**config.mk**
```make
export PLATFORM = sky130hd
export DESIGN_NAME = debouncer_multi
export DESIGN_NICKNAME = d
export VERILOG_FILES = /design/src/rtl/debouncer_multi.sv
export SDC_FILE = /design/constraint.sdc
export NUM_CORES = 1
export LEC_CHECK = 0
export ABC_CLOCK_PERIOD_IN_PS = 4200
export BUFFER_PORTS_ARGS = -buffer_cell sky130_fd_sc_hd__buf_2
export CAP_MARGIN = 30
export CORE_MARGIN = 2
export CORE_UTILIZATION = 35
export DETAILED_ROUTE_END_ITERATION = 8
export HOLD_SLACK_MARGIN = 0.05
export SYNTH_ARGS = -nofsm -noshare
export SYNTH_HDL_FRONTEND = slang
export SYNTH_SLANG_ARGS = --single-unit
```
**constraint.sdc**
```tcl
create_clock -name clk -period 4.2 [get_ports clk]
set_clock_uncertainty 0.1 [all_clocks]
set_input_delay 0.21 -clock clk [delete_from_list [all_inputs] [get_ports clk]]
set_output_delay 0.21 -clock clk [all_outputs]
set_load 0.01 [all_outputs]
```
**src/rtl/debouncer_multi.sv**
```systemverilog
// Multi-channel debouncer: each channel has its own synchroniser, settle counter
// and four-state FSM, and produces a stable level, rise/fall pulses and a busy flag.
module debouncer_multi #(
    parameter int                  CHANNELS        = 4,
    parameter int                  DEBOUNCE_CYCLES = 2_000_000,
    parameter int                  SYNC_STAGES     = 2,
    parameter logic [CHANNELS-1:0] RESET_LEVEL     = '0,
    parameter int                  CNT_WIDTH       = $clog2(DEBOUNCE_CYCLES)
) (
    input  logic                clk,
    input  logic                reset,
    input  logic [CHANNELS-1:0] noisy,
    output logic [CHANNELS-1:0] debounced,
    output logic [CHANNELS-1:0] rise,
    output logic [CHANNELS-1:0] fall,
    output logic [CHANNELS-1:0] busy
);

    typedef enum logic [1:0] {
        STABLE_LOW,
        WAIT_HIGH,
        STABLE_HIGH,
        WAIT_LOW
    } state_t;

    localparam logic [CNT_WIDTH-1:0] TERMINAL = CNT_WIDTH'(DEBOUNCE_CYCLES - 1);

    genvar i;
    generate
        for (i = 0; i < CHANNELS; i++) begin : g_chan
            logic [SYNC_STAGES-1:0] sync;
            logic                   s;
            state_t                 state;
            logic [CNT_WIDTH-1:0]   cnt;
            logic                   deb_r;
            logic                   rise_r;
            logic                   fall_r;

            assign s = sync[SYNC_STAGES-1];

            // Any disagreement with s in a WAIT state sends the channel straight
            // back to its old stable state, so the wait always restarts from zero.
            always_ff @(posedge clk or posedge reset) begin
                if (reset) begin
                    sync   <= {SYNC_STAGES{RESET_LEVEL[i]}};
                    state  <= RESET_LEVEL[i] ? STABLE_HIGH : STABLE_LOW;
                    cnt    <= '0;
                    deb_r  <= RESET_LEVEL[i];
                    rise_r <= 1'b0;
                    fall_r <= 1'b0;
                end else begin
                    sync   <= {sync[SYNC_STAGES-2:0], noisy[i]};
                    rise_r <= 1'b0;
                    fall_r <= 1'b0;
                    case (state)
                        STABLE_LOW: begin
                            if (s) begin
                                state <= WAIT_HIGH;
                                cnt   <= '0;
                            end
                        end
                        WAIT_HIGH: begin
                            if (!s) begin
                                state <= STABLE_LOW;
                                cnt   <= '0;
                            end else if (cnt == TERMINAL) begin
                                state  <= STABLE_HIGH;
                                cnt    <= '0;
                                deb_r  <= 1'b1;
                                rise_r <= 1'b1;
                            end else begin
                                cnt <= cnt + 1'b1;
                            end
                        end
                        STABLE_HIGH: begin
                            if (!s) begin
                                state <= WAIT_LOW;
                                cnt   <= '0;
                            end
                        end
                        WAIT_LOW: begin
                            if (s) begin
                                state <= STABLE_HIGH;
                                cnt   <= '0;
                            end else if (cnt == TERMINAL) begin
                                state  <= STABLE_LOW;
                                cnt    <= '0;
                                deb_r  <= 1'b0;
                                fall_r <= 1'b1;
                            end else begin
                                cnt <= cnt + 1'b1;
                            end
                        end
                        default: begin
                            state <= STABLE_LOW;
                            cnt   <= '0;
                        end
                    endcase
                end
            end

            assign debounced[i] = deb_r;
            assign rise[i]      = rise_r;
            assign fall[i]      = fall_r;
            assign busy[i]      = (state == WAIT_HIGH) || (state == WAIT_LOW);
        end
    endgenerate

endmodule

```
# ---- After elaboration in Yosys (flattened, before gate mapping)
# Cells that the tools add are included.
dict set report classes {
  add_sub_neg 4
  multipliers 0
  div_mod_pow 0
  n_lt_le_gt_ge 0
  n_eq_ne 48
  shifts 0
  n_mux 92
  n_bitwise 0
  reduce_logical 24
}
# cell count
set ops {}
lappend ops {{two-way mux 21 bit} 20}
lappend ops {{case mux 21 bit (4 select lines)} 4}
lappend ops {{adder 21 x 1 -> 21 bit (second input constant)} 4}
lappend ops {{equality test 21 bit (second input constant)} 4}
lappend ops {{two-way mux 2 bit} 24}
lappend ops {{!= test 2 bit (second input constant)} 24}
lappend ops {{two-way mux 1 bit} 36}
lappend ops {{case mux 2 bit (4 select lines)} 4}
lappend ops {{!= test 3 bit (second input constant)} 8}
lappend ops {{AND reduction 5 bit} 4}
lappend ops {{equality test 2 bit (second input constant)} 8}
lappend ops {{AND reduction 4 bit} 4}
lappend ops {{equality test 2 x 1 -> 1 bit (second input constant)} 4}
lappend ops {{zero test 2 bit} 4}
lappend ops {{case mux 1 bit (2 select lines)} 4}
lappend ops {{AND reduction 2 bit} 4}
lappend ops {{nonzero test 2 bit} 4}
lappend ops {{logical OR 1 bit} 4}
dict set report word_totals {
  register_bits 112
  latch_bits 0
  ram_bits 0
  romBits 0
  inputBits 6
  memories 0
}

# ---- Depth between registers and ports, before layout
dict set report logic_depth {
  word_depth 4
  ltp_mapped 8
  mapped_depth_nobuf 6
}

# ---- Least setup slack after synthesis
# No wires, ideal clock.
dict set report synth_timing {
  kind {reg-to-reg}
  start {register g_chan[2].cnt[0]}
  end {register g_chan[2].cnt[19]}
  setup_ps 135
  t_arrival_ps 1800
  t_required_ps 3965
  setup_slack_ps 2165
  stages_incl_launch_ff 9
  path_buffers 2
  synth_period_minus_slack_ps 2035
  cell_sequence {dfrtp_1 -> ha_1 -> nand3_1 -> nor4_2 -> a21oi_1 -> buf_2 -> buf_2 -> o211ai_1 -> o211ai_1}
}
dict set report synth_between {
  elab_chain_len 4
  word_cells_on_any_way 6
}
# item line_no
set synth_lines {}
lappend synth_lines {{from (decl)} 34} ;# logic [CNT_WIDTH-1:0] cnt;
lappend synth_lines {{from (signal assigned)} 72} ;# cnt <= cnt + 1'b1;
lappend synth_lines {{from (signal assigned)} 91} ;# cnt <= cnt + 1'b1;
lappend synth_lines {{adder 21 x 1 -> 21 bit or equality test 21 bit (tied branches)} n/a}
lappend synth_lines {{two-way mux 21 bit (*)} {66, 85}}
lappend synth_lines {{two-way mux 21 bit, on equally long branches} {82, 63}}
lappend synth_lines {{case mux 21 bit (4 select lines) (*)} 55} ;# case (state)
# Mark *: on every way between the ends. The rest lies on a longest branch, timed or not.
# A chain may end at the register's enable or synchronous reset.

# ---- Worst setup path after layout
dict set report layout_timing {
  start {register g_chan[3].cnt[0]}
  end {register g_chan[3].cnt[18]}
}
dict set report layout_between {
  elab_chain_len 4
  word_cells_on_any_way 6
}
# item line_no
set layout_lines {}
lappend layout_lines {{from (decl)} 34}
lappend layout_lines {{from (signal assigned)} 72}
lappend layout_lines {{from (signal assigned)} 91}
lappend layout_lines {{adder 21 x 1 -> 21 bit or equality test 21 bit (tied branches)} n/a}
lappend layout_lines {{two-way mux 21 bit (*)} {66, 85}}
lappend layout_lines {{two-way mux 21 bit, on equally long branches} {82, 63}}
lappend layout_lines {{case mux 21 bit (4 select lines) (*)} 55}
# Marked as above.

==> results.md <==
* TritonCTS Buffers at 9
* Worst relative slew slack at 36.4%
* First-pass GRT wire length at roughly 21 mm
* Clk Latency, worst-skew pair at around 350 ps
* Tot Pwr at ~2700 uW
* Ports at 22
* Critical path class: flop to flop
* Smallest hold slack at 247 ps
* R2r endpoint: g_chan[3].cnt[18]
* Htree depth at 3
* CTS tree: built
* Minimum clock period at between 2000 and 2500 ps
* DP Wirelength at a little over 8 mm
* Reg2reg path depth at 7
* Mapped Nets at between 600 and 700
* Syn avg cell area at between 9 and 10 um2
* DR pass1 iterations at 5
* Req. time, crit path at roughly 4400 ps
* Via count at ~4,600
* Max-cap check violation count at 0
* Reg2Reg Setup Slack at 1710 ps
* Final period utilization at between 50 and 60%
* Synth Warn # at 0
* Routability cong. at 0.832
* Pins Over Slew Limit at 0
* Peak supply drop at around 0.00024 V
* Worst Setup Start Kind: flop
* Pin count of the biggest net entering global routing at 65
* Core footprint at between 15,000 and 20,000 um2
* Layout cells sized above 1 at between 10% and 20%
* Setup bufs post-CTS at 0
* Routed Antenna Nets at 0
* CP max FO at 23
* Tightest Pin Transition at 950 ps
* Synth cell types at 68
* WL final at 11.9 mm
* Die height at between 100 and 150 um
* Hold Path Class: primary input to async pin
* Unrepaired setup endpoints after global routing: no
* Placed Area at ~6100 um2
* Number of global-route vias before repair at around 4,400
* CP endpoint: g_chan[3].cnt[18]
* CTS Sinks at around 110
* Endpoints failing setup at 0
* Initial antenna violation count at 0
* Total GRT Usage at 13.9%
* Final hold viol count at 0
* Die area at between 15,000 and 20,000 um2
* Most frequent cells in the layout: dfrtp_1 (112), nand2_1 (66), nand3_1 (51)
* Pleak at 0.00266 uW
* Area growth syn-to-layout at 9.60%
* Starting density of the core at between 30 and 40%
* CTS Root Cell: clkbuf_16
* Place WS at 1730 ps
* NumNets Final at 629
* Worst EP arrival at 2670 ps
* Worst-path clk slew at ~70 ps
* Crit Reg-Reg Startpoint: g_chan[3].cnt[0]
* Outcome: completed
* Cell Pwr Density at ~420 nW/um2
* Grt total ovfl at 0
* Initial DRC count at around 410
* Max frequency at roughly 0.4 GHz
* Commonest non-fill, non-tap cell in the layout: dfrtp_1
* WL/cell at about 14 um
* DIE WIDTH at between 100 and 150 um
* Synth Flop Type: dfrtp_1
* Number of enable flip-flop cells after synthesis at 0
* Rows at 47
* Yosys reg bits at about 110
* Residual DRC at 0
* FFs w/ async S/R, synth at 100%
* Mapped Area at ~5800 um2
* Vias per cell at about 5.5
* Origin of the worst setup path: g_chan[3].cnt[0]
* Clock tree buffer depth at 2
* Crit end category: flop
* Setup TNS at 0 ps
* Setup ws final at between 1500 and 2000 ps
* Mapped Cells at between 600 and 700
* Seq/Total Area, Yosys at 48.0%
* Port Buffers at 21
* Ant diodes at 0
* Cell area after layout at between 6000 and 7000 um2
-- cell usage after synthesis, drive strengths merged (2+ instances only) --
cell / instances / share of area [%]
dfrtp: 112 / 48
nand2: 66 / 4.2
nand3: 52 / 4.5
a31oi: 46 / 5.0
a21oi: 39 / 3.4
nor2: 34 / 2.2
o21ai: 30 / 2.6
buf: 26 / 3.2
clkbuf: 18 / 1.2
inv: 18 / 1.2
nor3: 17 / 1.9
nand4: 14 / 1.5
a22o: 11 / 1.6
and3: 11 / 1.2
nor4: 11 / 2.0
nand2b: 10 / 1.1
a41oi: 8 / 1.2
a21o: 6 / 0.77
mux2i: 6 / 1.0
nor3b: 5 / 0.73
or2: 5 / 0.54
xor2: 5 / 0.75
a2bb2oi: 4 / 0.60
and4: 4 / 0.60
ha: 4 / 0.86
nor2b: 4 / 0.43
o211ai: 4 / 0.51
xnor2: 4 / 0.60
mux2: 3 / 0.58
nor4b: 3 / 0.45
or3b: 3 / 0.45
or4: 3 / 0.45
a21boi: 2 / 0.26
a221o: 2 / 0.34
a22oi: 2 / 0.26
nand3b: 2 / 0.26
nand4b: 2 / 0.30
o21a: 2 / 0.26
o21bai: 2 / 0.26
o31ai: 2 / 0.26
or2b: 2 / 0.26
or3: 2 / 0.21
or4b: 2 / 0.34
-- layout make-up --
type                            count  area [um2]
Sequential cell                   112        2800
Multi-Input combinational cell    445        2720
Fill cell                        1624       10100
Clock inverter                      6        51.3
Inverter                           18        70.1
Tap cell                          220         275
Clock buffer                       10         239
Timing Repair Buffer               33         243
-- timing repair --
item | CTS | global route
resized for setup | 0 | 0
hold endpoints to repair | 84 | 0
hold buffers | 5 | 0
-- registers in the layout (all words and copies together), names as in the netlist, named ones only --
signal         cells
g_chan.sync        8
g_chan.cnt        84
g_chan.state       4
g_chan.deb_r       4
g_chan.rise_r      4
g_chan.fall_r      4
-- through the flow --
step | utilization, % | instances
3_3_place_gp | 36.4 | 819
3_5_place_dp | 36.8 | 823
4_1_cts | 38.9 | 844
2_1_floorplan | - | 619
5_1_grt | 38.9 | 844
6_report | 38.9 | 844
-- cells by family (layout without fill, tap and decap cells) --
logic type	count (synthesis)	after routing	synth area share, %
XOR/XNOR	9	9	1.35
flip-flops	112	112	48.0
adder cells (fa/ha/maj)	4	4	0.857
AND/OR/NAND/NOR	254	254	23.9
AO/OA/AOI/OAI	169	169	18.7
buffers and inverters	62	67	5.57
multiplexers	9	9	1.61
-- worst min-delay path by stage --
stage	start	end	slack, ps	cells after the start
6_report	reset	g_chan[2].rise_r	250	3
5_1_grt	reset	g_chan[2].deb_r	270	3
4_1_cts	reset	g_chan[2].rise_r	240	3
3_5_place_dp	reset	g_chan[2].rise_r	70	2
3_3_place_gp	noisy[1]	g_chan[1].sync[0]	220	1
2_1_floorplan	noisy[0]	g_chan[0].sync[0]	140	0
-- power breakdown --
| group | total, uW | internal (uW) | switching (uW) |
|---|---|---|---|
| Combinational | 605 | 208 | 397 |
| Sequential | 1250 | 1150 | 95.9 |
| Clock | 837 | 429 | 408 |
| Total | 2690 | 1790 | 901 |
-- critical path, stage by stage (launching register included) --
cell and delay, ps:
dfrtp_1 410, ha_1 240, nand4_1 180, nor2_1 130, a31oi_2 460, buf_4 340
or3b_2 470, nand3_1 90
-- per-layer routing --
| metal | GRT usage (%) | up-vias | routed length [um] |
|---|---|---|---|
| li1 | - | 2282 | - |
| met1 | 18.6 | 2287 | 5840 |
| met3 | 1.64 | 9 | 241 |
| met5 | 0 | - | 0 |
| met4 | 5.14 | 0 | 166 |
| met2 | 23.1 | 61 | 5640 |
(Power assumes the default switching activity.)
